===== src/rtl/uart_pkg.sv =====
// Shared constants and types for the parametrised UART receive path.
// Latency: n/a (declarations only).
// Backpressure: n/a.
package uart_pkg;

  // Parity mode encoding used by the PARITY parameter
  localparam int PAR_NONE = 0;
  localparam int PAR_ODD  = 1;
  localparam int PAR_EVEN = 2;

  // Receiver FSM states
  typedef enum logic [2:0] {
    ST_IDLE,
    ST_START,
    ST_DATA,
    ST_PARITY,
    ST_STOP
  } rx_state_t;

  // Bit-counter value at which a bit is sampled (middle of the bit)
  function automatic int sample_point(input int clk_div);
    return clk_div / 2;
  endfunction

endpackage


===== src/rtl/uart_rx_fifo_sync_fifo.sv =====
// Small synchronous first-word-fall-through FIFO; head word always on pop_dat.
// Latency: a push is visible on pop_dat / empty the following cycle.
// Backpressure: push is ignored when full unless a pop happens in the same cycle.
module sync_fifo #(
  parameter int WIDTH = 8,
  parameter int DEPTH = 4
) (
  input  logic             sys_clk,
  input  logic             sys_rst,
  input  logic             push,
  input  logic [WIDTH-1:0] push_dat,
  input  logic             pop,
  output logic [WIDTH-1:0] pop_dat,
  output logic             full,
  output logic             empty
);

  localparam int AW = $clog2(DEPTH);

  logic [WIDTH-1:0] mem [DEPTH];
  logic [AW-1:0]    wr_ptr;
  logic [AW-1:0]    rd_ptr;
  logic [AW:0]      count;
  logic             do_push;
  logic             do_pop;

  assign full    = (count == (AW+1)'(DEPTH));
  assign empty   = (count == '0);
  assign do_pop  = pop && !empty;
  // A pop frees the slot the same cycle, so push-while-full is fine then
  assign do_push = push && (!full || do_pop);
  // Head word is forced to zero while empty so the output is stable
  assign pop_dat = empty ? '0 : mem[rd_ptr];

  // Storage write; contents need no reset because empty masks the head
  always_ff @(posedge sys_clk) begin
    if (do_push) begin
      mem[wr_ptr] <= push_dat;
    end
  end

  // Pointer and occupancy tracking
  always_ff @(posedge sys_clk) begin
    if (sys_rst) begin
      wr_ptr <= '0;
      rd_ptr <= '0;
      count  <= '0;
    end else begin
      if (do_push) wr_ptr <= wr_ptr + 1'b1;
      if (do_pop)  rd_ptr <= rd_ptr + 1'b1;
      case ({do_push, do_pop})
        2'b10:   count <= count + 1'b1;
        2'b01:   count <= count - 1'b1;
        default: count <= count;
      endcase
    end
  end

endmodule


===== src/rtl/uart_rx_fifo.sv =====
// Parametrised UART receiver (sync, false-start reject, parity/frame check) into a FWFT FIFO.
// Latency: word on rx_data / error pulse one cycle after the final stop-bit sample.
// Backpressure: rx_valid/rx_ready drain; good words arriving while full are dropped with overflow.
module uart_rx_fifo
  import uart_pkg::*;
#(
  parameter int CLK_DIV    = 25,
  parameter int DATA_BITS  = 8,
  parameter int PARITY     = 0,
  parameter int STOP_BITS  = 1,
  parameter int FIFO_DEPTH = 4
) (
  input  logic                 sys_clk,
  input  logic                 sys_rst,
  input  logic                 uart_rxd,
  output logic [DATA_BITS-1:0] rx_data,
  output logic                 rx_valid,
  input  logic                 rx_ready,
  output logic                 parity_err,
  output logic                 frame_err,
  output logic                 overflow,
  output logic                 busy
);

  localparam int              HALF      = sample_point(CLK_DIV);
  localparam int              CW        = $clog2(CLK_DIV);
  localparam logic [CW-1:0]   CNT_MAX   = CW'(CLK_DIV - 1);
  localparam logic [CW-1:0]   CNT_SMP   = CW'(HALF);
  localparam logic [3:0]      DBIT_LAST = 4'(DATA_BITS - 1);
  localparam logic [3:0]      SBIT_LAST = 4'(STOP_BITS - 1);

  logic                 rxd_m, rxd_s, rxd_s_d;
  logic [1:0]           warm;
  logic                 start_edge;
  rx_state_t            state_q, state_d;
  logic [CW-1:0]        cnt;
  logic                 sample;
  logic [3:0]           bit_cnt;
  logic [DATA_BITS-1:0] shreg;
  logic                 par_q;
  logic                 stop_bad_q;
  logic                 shift_en, par_en, bit_inc, bit_clr, frame_done;
  logic                 stop_low, par_x, par_ok, good;
  logic                 fifo_full, fifo_empty, pop;

  // Two-flop synchroniser plus one delay stage for falling-edge detection
  always_ff @(posedge sys_clk) begin
    if (sys_rst) begin
      rxd_m   <= 1'b1;
      rxd_s   <= 1'b1;
      rxd_s_d <= 1'b1;
    end else begin
      rxd_m   <= uart_rxd;
      rxd_s   <= rxd_m;
      rxd_s_d <= rxd_s;
    end
  end

  // Hold off edge detection until the sync chain holds real line samples,
  // otherwise a line held low through reset would look like a start edge
  always_ff @(posedge sys_clk) begin
    if (sys_rst)           warm <= 2'd0;
    else if (warm != 2'd3) warm <= warm + 2'd1;
  end

  assign start_edge = (warm == 2'd3) && rxd_s_d && !rxd_s;
  assign sample     = (cnt == CNT_SMP);
  assign busy       = (state_q != ST_IDLE);

  // FSM state register
  always_ff @(posedge sys_clk) begin
    if (sys_rst) state_q <= ST_IDLE;
    else         state_q <= state_d;
  end

  // Bit-period counter; the edge-detect cycle counts as 0
  always_ff @(posedge sys_clk) begin
    if (sys_rst)                 cnt <= '0;
    else if (state_q == ST_IDLE) cnt <= start_edge ? CW'(1) : '0;
    else if (state_d == ST_IDLE) cnt <= '0;
    else if (cnt == CNT_MAX)     cnt <= '0;
    else                         cnt <= cnt + 1'b1;
  end

  // Next-state and datapath strobes
  always_comb begin
    state_d    = state_q;
    shift_en   = 1'b0;
    par_en     = 1'b0;
    bit_inc    = 1'b0;
    bit_clr    = 1'b0;
    frame_done = 1'b0;
    case (state_q)
      ST_IDLE: begin
        if (start_edge) begin
          state_d = ST_START;
          bit_clr = 1'b1;
        end
      end
      ST_START: begin
        if (sample) begin
          // Line back high mid start bit: glitch, not a frame
          state_d = rxd_s ? ST_IDLE : ST_DATA;
          bit_clr = 1'b1;
        end
      end
      ST_DATA: begin
        if (sample) begin
          shift_en = 1'b1;
          if (bit_cnt == DBIT_LAST) begin
            bit_clr = 1'b1;
            state_d = (PARITY != PAR_NONE) ? ST_PARITY : ST_STOP;
          end else begin
            bit_inc = 1'b1;
          end
        end
      end
      ST_PARITY: begin
        if (sample) begin
          par_en  = 1'b1;
          state_d = ST_STOP;
        end
      end
      ST_STOP: begin
        if (sample) begin
          // Leave mid stop bit so a back-to-back start edge is not missed
          if (bit_cnt == SBIT_LAST) begin
            frame_done = 1'b1;
            state_d    = ST_IDLE;
          end else begin
            bit_inc = 1'b1;
          end
        end
      end
      default: state_d = ST_IDLE;
    endcase
  end

  // Shift register, parity bit, stop-bit error accumulation and bit index
  always_ff @(posedge sys_clk) begin
    if (sys_rst) begin
      bit_cnt    <= '0;
      shreg      <= '0;
      par_q      <= 1'b0;
      stop_bad_q <= 1'b0;
    end else begin
      if (bit_clr)      bit_cnt <= '0;
      else if (bit_inc) bit_cnt <= bit_cnt + 4'd1;
      if (shift_en) begin
        if (DATA_BITS > 1) shreg <= {rxd_s, shreg[DATA_BITS-1:1]};
        else               shreg <= rxd_s;
      end
      if (par_en) par_q <= rxd_s;
      if (state_q == ST_IDLE)                         stop_bad_q <= 1'b0;
      else if (state_q == ST_STOP && sample && !rxd_s) stop_bad_q <= 1'b1;
    end
  end

  // Frame verdict, decided in the final stop-sample cycle
  always_comb begin
    stop_low = stop_bad_q || !rxd_s;
    par_x    = (^shreg) ^ par_q;
    if (PARITY == PAR_ODD)       par_ok = par_x;
    else if (PARITY == PAR_EVEN) par_ok = !par_x;
    else                         par_ok = 1'b1;
    good = frame_done && !stop_low && par_ok;
  end

  // Registered one-cycle status pulses; frame error masks parity error
  always_ff @(posedge sys_clk) begin
    if (sys_rst) begin
      parity_err <= 1'b0;
      frame_err  <= 1'b0;
      overflow   <= 1'b0;
    end else begin
      frame_err  <= frame_done && stop_low;
      parity_err <= frame_done && !stop_low && !par_ok;
      overflow   <= good && fifo_full && !pop;
    end
  end

  assign rx_valid = !fifo_empty;
  assign pop      = rx_valid && rx_ready;

  sync_fifo #(
    .WIDTH (DATA_BITS),
    .DEPTH (FIFO_DEPTH)
  ) u_fifo (
    .sys_clk  (sys_clk),
    .sys_rst  (sys_rst),
    .push     (good),
    .push_dat (shreg),
    .pop      (pop),
    .pop_dat  (rx_data),
    .full     (fifo_full),
    .empty    (fifo_empty)
  );

endmodule


===== config.mk =====
export PLATFORM = sky130hd
export DESIGN_NAME = uart_rx_fifo
export DESIGN_NICKNAME = d
export VERILOG_FILES = /design/src/rtl/uart_pkg.sv /design/src/rtl/uart_rx_fifo_sync_fifo.sv /design/src/rtl/uart_rx_fifo.sv
export SDC_FILE = /design/constraint.sdc
export NUM_CORES = 1
export LEC_CHECK = 0
export ABC_AREA = 1
export CAP_MARGIN = 20
export CORE_MARGIN = 2
export CORE_UTILIZATION = 40
export CTS_CLUSTER_DIAMETER = 120
export DETAILED_ROUTE_END_ITERATION = 7
export HOLD_SLACK_MARGIN = 0.06
export SYNTH_ARGS = -nofsm -noshare
export SYNTH_HDL_FRONTEND = slang
export SYNTH_HIERARCHICAL = 1
export SYNTH_SLANG_ARGS = --single-unit

===== constraint.sdc =====
create_clock -name sys_clk -period 5.4 [get_ports sys_clk]
set_input_delay 1.08 -clock sys_clk [delete_from_list [all_inputs] [get_ports sys_clk]]
set_output_delay 1.08 -clock sys_clk [all_outputs]
set_load 0.005 [all_outputs]

Word level (Yosys, flattened, before mapping):

Memory sizes are Yosys's and may differ from the RTL's. A register that Yosys moved wholly into a read port is not among the register bits.
Cells that the tools add are included.

* output and inout port bits: 13
* bits in writable memories: 32
* memories kept: 1
* register bits after elaboration: 35
* word-level logic and storage cells: 93
* ROM bits: 0
* latch bits: 0
* input port bits: 4

Memories
* u_fifo.mem: depth 4, width 8, read ports 1, clocked after memory_dff 1, write ports 1, RTL line uart_rx_fifo_sync_fifo.sv:20 `logic [WIDTH-1:0] mem [DEPTH];`

* equality and inequality tests: 12
* add/sub/neg operators: 7
* shift operators: 0
* multiplexer cells: 33
* reductions and logical operators: 26
* divide/modulo/power cells: 0
* bitwise gates (word level): 0
* multipliers: 0
* $lt $le $gt $ge: 0

Operators by type and width (number)
* 2-to-1 mux 3 bit: 7
* 2-to-1 mux 1 bit: 15
* 2-to-1 mux 5 bit: 3
* case mux 3 bit (5 select lines): 1
* logical AND 1 bit: 11
* logical NOT 3 bit: 3
* 2-to-1 mux 8 bit: 1
* adder 2 x 1 -> 2 bit (second input constant): 3
* == test 3 x 2 -> 1 bit (second input constant): 2
* == test 3 bit (second input constant): 2
* 2-to-1 mux 2 bit: 3
* case mux 3 bit (2 select lines): 1
* adder 5 x 1 -> 5 bit (second input constant): 1
* == test 5 x 4 -> 1 bit (second input constant): 1
* == test 5 bit (second input constant): 1
* logical NOT 1 bit: 5
* adder 4 x 1 -> 4 bit (second input constant): 1
* == test 2 bit (second input constant): 2
* == test 4 x 3 -> 1 bit (second input constant): 1
* logical NOT 4 bit: 1
* OR reduction 2 bit: 2
* adder 3 x 1 -> 3 bit (second input constant): 1
* == test 3 x 1 -> 1 bit (second input constant): 1
* case mux 1 bit (3 select lines): 1
* 7 further kinds: 8

Depth between registers and ports, before layout:

Gate-level depths: netlist of the first run.

* word-level depth: 8
* depth in mapped cells: 16
* gate-level depth less buffers: 16

Modules after synthesis:

The synthesis of the first run kept the hierarchy.

Modules (own cells, without submodules)
* sync_fifo: sequential area each 1141.1 sq um, cells each 159, area an instance 1754.2 sq um, times used 1
* uart_rx_fifo: sequential area each 560.5 sq um, cells each 177, area an instance 1308.8 sq um, times used 1

Least setup slack after synthesis of the first run:

Ideal clock, no wire load.

* kind: input to register
* start point: input rx_ready
* end point: register u_fifo.count[2]
* cell stages on the path: 10
* setup time: 115 ps
* buffers on the path: 0
* setup slack: 3067 ps
* data required time: 5285 ps
* arrival: 2218 ps
* cells stage by stage: nand2_1 -> inv_1 -> nand2_4 -> inv_4 -> nand2_4 -> fa_1 -> inv_1 -> nand4_1 -> a21oi_1 -> nor2_1

* word-level cells in the longest chain between the ends: 6
* elaborated cells on any way between the ends: 8
* those cells by class: eq/ne (2); mux (1); reduce/logical (5)

RTL lines
* start, declared: RTL line uart_rx_fifo.sv:18 `input logic rx_ready,`
* logical AND 1 bit *: RTL line uart_rx_fifo.sv:183 `assign pop = rx_valid && rx_ready;`
* net pop: RTL line uart_rx_fifo.sv:44 `logic fifo_full, fifo_empty, pop;`
* logical AND 1 bit *: RTL line uart_rx_fifo_sync_fifo.sv:29 `assign do_pop = pop && !empty;`
* logical OR 1 bit: RTL line uart_rx_fifo_sync_fifo.sv:31 `assign do_push = push && (!full || do_pop);`
* logical AND 1 bit: RTL line uart_rx_fifo_sync_fifo.sv:31
* == test 2 x 1 -> 1 bit or == test 2 bit (tied branches): RTL line uart_rx_fifo_sync_fifo.sv:51 `case ({do_push, do_pop})`
* case mux 3 bit (2 select lines) or nonzero test 2 bit (tied branches)
* end signal, assigned: RTL line uart_rx_fifo_sync_fifo.sv:52 `2'b10: count <= count + 1'b1;`
* end signal, assigned: RTL line uart_rx_fifo_sync_fifo.sv:53 `2'b01: count <= count - 1'b1;`
* end signal, assigned: RTL line uart_rx_fifo_sync_fifo.sv:54 `default: count <= count;`
* end, declared: RTL line uart_rx_fifo_sync_fifo.sv:23 `logic [AW:0] count;`

Mark *: on every way through the listed nets, which the timed path passes. The rest lies on a longest branch.
A chain may end at the register's enable or synchronous reset.

==> results.sh, run 1 <==
export IMPL_status="complete, no violations"
export IMPL_io_pins=17
export IMPL_syn_area_per_cell_sq_um=9.116
export IMPL_htreeDepth=3
export IMPL_drive_above_1_share=0.1136
export IMPL_critPathKind="reg2out"
export IMPL_gr_total_overflow=0
export IMPL_worst_slew_pin_slew_ps=737.5
export IMPL_start_util=0.4178
export IMPL_viasPerCell=4.680
export IMPL_wl_met2_um=2656
export IMPL_async_flop_share=0
export IMPL_top_layer_used="met4"
export IMPL_drv_slew=0
export IMPL_met1_length_um=2915
export IMPL_die_y_um=91.51
export IMPL_worstPathRequired_ps=4320
export IMPL_fin_hold_ws_ps=410.4
export IMPL_powerDensity_nw_per_um2=295.3
export IMPL_fillers=671
export IMPL_postRouteAntennaNets=0
export IMPL_slew_headroom=0.5065
export IMPL_cts_tree="yes"
export IMPL_clock_latency_ps=340
export IMPL_syn_area_sq_um=3063
export IMPL_antenna_found_initial=0
export IMPL_power_switching_share=0.2138
export IMPL_hold_buffers=0
export IMPL_ys_seq_elements=69
export IMPL_synth_nets=350
export IMPL_synthFlopType="dfxtp_1"
export IMPL_min_period_ps=3071
export IMPL_drt_iter0_markers=153
export IMPL_cts_resized=0
export IMPL_hold_class="reg2reg"
export IMPL_share_seq_of_total_power=0.529
export IMPL_grt_max_degree=18
export IMPL_n_antenna_cell=0
export IMPL_ir_worst_vdd_v=0.0001265
export IMPL_yosys_warnings=6
export IMPL_root_buffer="clkbuf_8"
export IMPL_dieWidth_um=91.51
export IMPL_hold_viol_final=0
export IMPL_numCtsBuffers=9
export IMPL_numPortBuffers=15
export IMPL_rsz0062_at_grt="no"
export IMPL_finClkSkew_ps=9.491
export IMPL_grt_pass1_wl_um=9970
export IMPL_synth_area_leaders="edfxtp_1, dfxtp_1, nor2_1"
export IMPL_synth_top_area_cell="edfxtp_1"
export IMPL_dr_pass1_iters=4
export IMPL_vias=2153
export IMPL_avgRoutedWirePerCell_um=12.65
export IMPL_path_max_fanout=17
export IMPL_track_usage=0.1529
export IMPL_cp_start_kind="flop"
export IMPL_cellLeakagePower_uw=0.001443
export IMPL_dp_hpwl_um=4068
export IMPL_clk_path_buf_depth=2
export IMPL_core_region_area_sq_um=7331
export IMPL_synth_top_cell_area_share=0.3137
export IMPL_die_area_sq_um=8373
export IMPL_routed_wl_um=5818
export IMPL_finalNetCount=370
export IMPL_postCtsSetupBuffers=0
export IMPL_maxCapViolCount=0
export IMPL_yosysSeqAreaShare=0.5556
export IMPL_rows=31
export IMPL_dr_wl_met3_um=153
export IMPL_tns_ps=0
export IMPL_cp_arrival_ps=1990
export IMPL_synth_edff_count=32
export IMPL_p_comb_frac=0.020
export IMPL_synthDistinctLibCells=34
export IMPL_clkTransAtPathRegs_ps=80
export IMPL_synth_common_cells="nor2_1, inv_1, dfxtp_1"
export IMPL_syn2layout_area_growth_pct=15.03
export IMPL_cp_end_kind="output port"
export IMPL_clkPwrFrac=0.451
export IMPL_switching_power_uw=222.5
export IMPL_gp_congestion=0.7743
export IMPL_post_synth_top_count_cell="nor2_1"
export IMPL_finalCritPeriodShare=0.5688
export IMPL_setup_viol=0
export IMPL_clock_sinks=69
export IMPL_grt_pass1_vias=2094
export IMPL_fmax_ghz=0.3256
export IMPL_intPower_uw=818.0
export IMPL_synthCells=336
export IMPL_drc_errors=0
-- registers in the layout, indices dropped and copies added (netlist names), named ones only --
signal	flops
u_fifo/rd_ptr	2
warm	2
overflow	1
state_q	3
rxd_s_d	1
u_fifo/wr_ptr	2
u_fifo/mem	32
u_fifo/count	3
rxd_s	1
shreg	8
bit_cnt	4
frame_err	1
stop_bad_q	1
cnt	5
rxd_m	1
-- cell type report --
class / count / area, sq um / area share
Sequential cell: 69 / 1702 / 0.4830
Multi-Input combinational cell: 217 / 1157 / 0.3285
Inverter: 44 / 167.7 / 0.04759
Timing Repair Buffer: 15 / 150.1 / 0.04261
Clock buffer: 9 / 123.9 / 0.03516
Tap cell: 99 / 123.9 / 0.03516
Clock inverter: 7 / 98.84 / 0.02805
-- critical path, cell delays in order (launching register included) --
cell             delay [ps]
dfxtp_1                 630
inv_2                   220
o21ai_0                 260
a21oi_1                  90
clkdlybuf4s50_1         450
-- cell usage in the layout (no fill, tap or decap), types with 3 or more instances in the layout --
cell type        netlist  layout
nand2_4                4       4
clkdlybuf4s50_1        0      15
inv_1                 40      40
nand4_1                3       3
nor2_2                 3       3
xor2_1                 4       4
nor2_4                 3       3
o21ai_0               26      26
nor2_1                75      75
edfxtp_1              32      32
dfxtp_1               37      37
nand2_1               30      30
nand2_2                4       4
nand3_1               12      12
clkbuf_8               0       9
o21ai_1                6       6
ha_1                   9       9
a21oi_1               20      20
nor3_1                 5       5
-- logic make-up (layout without fill, tap and decap cells) --
family,after synthesis,after routing,synth area share
flops,69,69,0.5556
xor+xnor,5,5,0.01430
other cells,1,1,0.001224
compound gates,56,56,0.09804
fa+ha+maj,10,10,0.04330
buf+inv,50,75,0.06658
simple gates,145,145,0.2210
-- per-stage QoR --
stage                     power (uW)  instance area [sq um]  instances  setup slack, ps    util
after detailed placement       583.6                   3301        444             2487  0.4502
final                           1040                   3523        460             2329  0.4806
after floorplan                576.9                   3063        336             3067       -
after global routing            1080                   3523        460             2100  0.4806
after global placement         583.0                   3301        444             2516  0.4502
after CTS                       1051                   3523        460             2285  0.4806
-- path summary, 6_finish.rpt --
check	startpoint	endpoint	slack, ps	cells past startpoint
worst max-delay path	flop	rx_data[7]	2330	4
worst min-delay path	rxd_m	rxd_s	410	1
worst max register to register	cnt[0]	u_fifo/mem[3][1]	2780	10
worst min register to register	rxd_m	rxd_s	410	1
-- power groups by stage --
stage | Sequential (uW) | Combinational (uW) | Clock (uW)
2_1_floorplan | 562 | 15.4 | 0
3_3_place_gp | 562 | 20.7 | 0
3_5_place_dp | 562 | 21.5 | 0
4_1_cts | 550 | 21.4 | 479
5_1_grt | 551 | 25.6 | 503
6_report | 550 | 21.2 | 469
-- layer usage --
layer  GRT usage  up-vias
met4     0.06061        0
met3     0.03485        6
met2      0.2390       29
met5           0        -
li1            -     1132
met1      0.2052      986
Power figures use the tool's default switching activity.
==> run 2, diff against run 1 <==
- clock period: 5.4 -> 3.1 ns (I/O delays scaled with it)
==> run 2 against run 1 <==
Wire length down 4.0%. Clock power up 72%. Via count down 1.6%. Final area up 0.25%. Largest cell class unchanged. Global-route usage down 0.71 points. Utilization up 0.12 points. Die area unchanged.
==> results.sh, run 2 (synthesis results as in run 1) <==
export IMPL_status="complete, no violations"
export IMPL_clkTransAtPathRegs_ps=80
export IMPL_min_from="rxd_m"
export IMPL_cp_end_kind="output port"
export IMPL_postRouteAntennaNets=0
export IMPL_viasPerCell=4.597
export IMPL_root_buffer="clkbuf_8"
export IMPL_die_y_um=91.51
export IMPL_hold_class="reg2reg"
export IMPL_wl_met2_um=2624
export IMPL_switching_power_uw=375.1
export IMPL_avgRoutedWirePerCell_um=12.11
export IMPL_grt_max_degree=18
export IMPL_drc_errors=0
export IMPL_gp_congestion=0.7850
export IMPL_syn2layout_area_growth_pct=15.32
export IMPL_top_layer_used="met4"
export IMPL_ir_worst_vdd_v=0.0002163
export IMPL_p_comb_frac=0.021
export IMPL_maxCapViolCount=0
export IMPL_path_cells="inv_2 > o21ai_0 > a21oi_1 > clkdlybuf4s50_1"
export IMPL_numCtsBuffers=9
export IMPL_hold_viol_final=0
export IMPL_finalCritPeriodShare=0.8626
export IMPL_clock_latency_ps=340
export IMPL_cp_arrival_ps=2050
export IMPL_drt_iter0_markers=98
export IMPL_io_pins=17
export IMPL_die_area_sq_um=8373
export IMPL_clkPwrFrac=0.447
export IMPL_grt_pass1_vias=2034
export IMPL_intPower_uw=1426
export IMPL_hold_buffers=0
export IMPL_slew_headroom=0.5310
export IMPL_final_common_cell="nor2_1"
export IMPL_htreeDepth=3
export IMPL_tns_ps=0
export IMPL_numPortBuffers=15
export IMPL_cts_resized=0
export IMPL_fin_hold_ws_ps=412.5
export IMPL_reg_largest_list="u_fifo/mem x32, shreg x8, cnt x5"
export IMPL_share_seq_of_total_power=0.532
export IMPL_antenna_found_initial=0
export IMPL_met1_length_um=2643
export IMPL_start_util=0.4178
export IMPL_crit_slowest_cell="dfxtp_1"
export IMPL_routed_wl_um=5584
export IMPL_grt_pass1_wl_um=9446
export IMPL_powerDensity_nw_per_um2=509.8
export IMPL_dp_hpwl_um=4076
export IMPL_track_usage=0.1459
export IMPL_cp_start_kind="flop"
export IMPL_critPathTopFamily="buffers and inverters"
export IMPL_n_antenna_cell=0
export IMPL_worstPathRequired_ps=2480
export IMPL_path_max_fanout=17
export IMPL_clk_path_buf_depth=2
export IMPL_cellLeakagePower_uw=0.001452
export IMPL_cts_tree="yes"
export IMPL_drv_slew=0
export IMPL_worst_slew_pin_slew_ps=700.8
export IMPL_finalNetCount=371
export IMPL_drive_above_1_share=0.1160
export IMPL_finClkSkew_ps=6.379
export IMPL_largest_reg_flops=32
export IMPL_critical_path_buf_inv_count=2
export IMPL_critPathKind="reg2out"
export IMPL_dr_pass1_iters=4
export IMPL_fmax_ghz=0.3739
export IMPL_cpPeakStageDelay_ps=650
export IMPL_gr_total_overflow=0
export IMPL_core_region_area_sq_um=7331
export IMPL_layout_common_cells="nor2_1, inv_1, dfxtp_1"
export IMPL_r2r_start="cnt[0]"
export IMPL_min_period_ps=2674
export IMPL_dieWidth_um=91.51
export IMPL_regMostFlops="u_fifo/mem"
export IMPL_postCtsSetupBuffers=0
export IMPL_dr_wl_met3_um=169
export IMPL_rows=31
export IMPL_power_switching_share=0.2083
export IMPL_vias=2119
export IMPL_setup_viol=0
export IMPL_rsz0062_at_grt="no"
export IMPL_clock_sinks=69
==> run 2: cell count changes in the layout (fill, tap and decap cells not counted), sizes merged <==
cell      previous run  this run
clkinv               4         6
buf                  0         1
clkinvlp             1         0
inv                 44        43
==> run 2: routing by layer <==
metal / vias to the layer above / GRT usage
met2: 39 / 0.2310
met5: - / 0
met3: 12 / 0.02490
met1: 936 / 0.1830
li1: 1132 / -
met4: 0 / 0.09470
==> run 2: layout make-up <==
type,count,area (sq um)
Fill cell,673,3799
Clock buffer,9,123.9
Timing Repair Buffer,16,157.7
Tap cell,99,123.9
Sequential cell,69,1702
Inverter,44,167.7
Clock inverter,7,100.1
Multi-Input combinational cell,217,1157
==> run 2: path summary, 6_finish.rpt <==
kind | endpoint | slack, ps | cells past startpoint
max | rx_data[1] | 430 | 4
min | rxd_s | 410 | 1
max reg2reg | u_fifo/mem[3][1] | 630 | 10
min reg2reg | rxd_s | 410 | 1
==> run 2: through the flow <==
step	setup WS (ps)	cell area (sq um)	total power (uW)	util	instances
finish	425.8	3532	1801	0.4818	461
global route	212.5	3532	1860	0.4818	461
global placement	695.7	3308	1016	0.4513	445
CTS	350.6	3532	1818	0.4818	461
floorplan	1000	3063	1005	-	336
detailed placement	605.9	3308	1017	0.4513	445
==> run 2: power groups by stage <==
stage          clock network [uW]  logic, uW  registers [uW]
2_1_floorplan                   0       26.7             978
3_3_place_gp                    0       37.1             979
3_5_place_dp                    0       37.2             980
4_1_cts                       822       38.1             959
5_1_grt                       856       44.5             959
6_report                      805       37.6             959
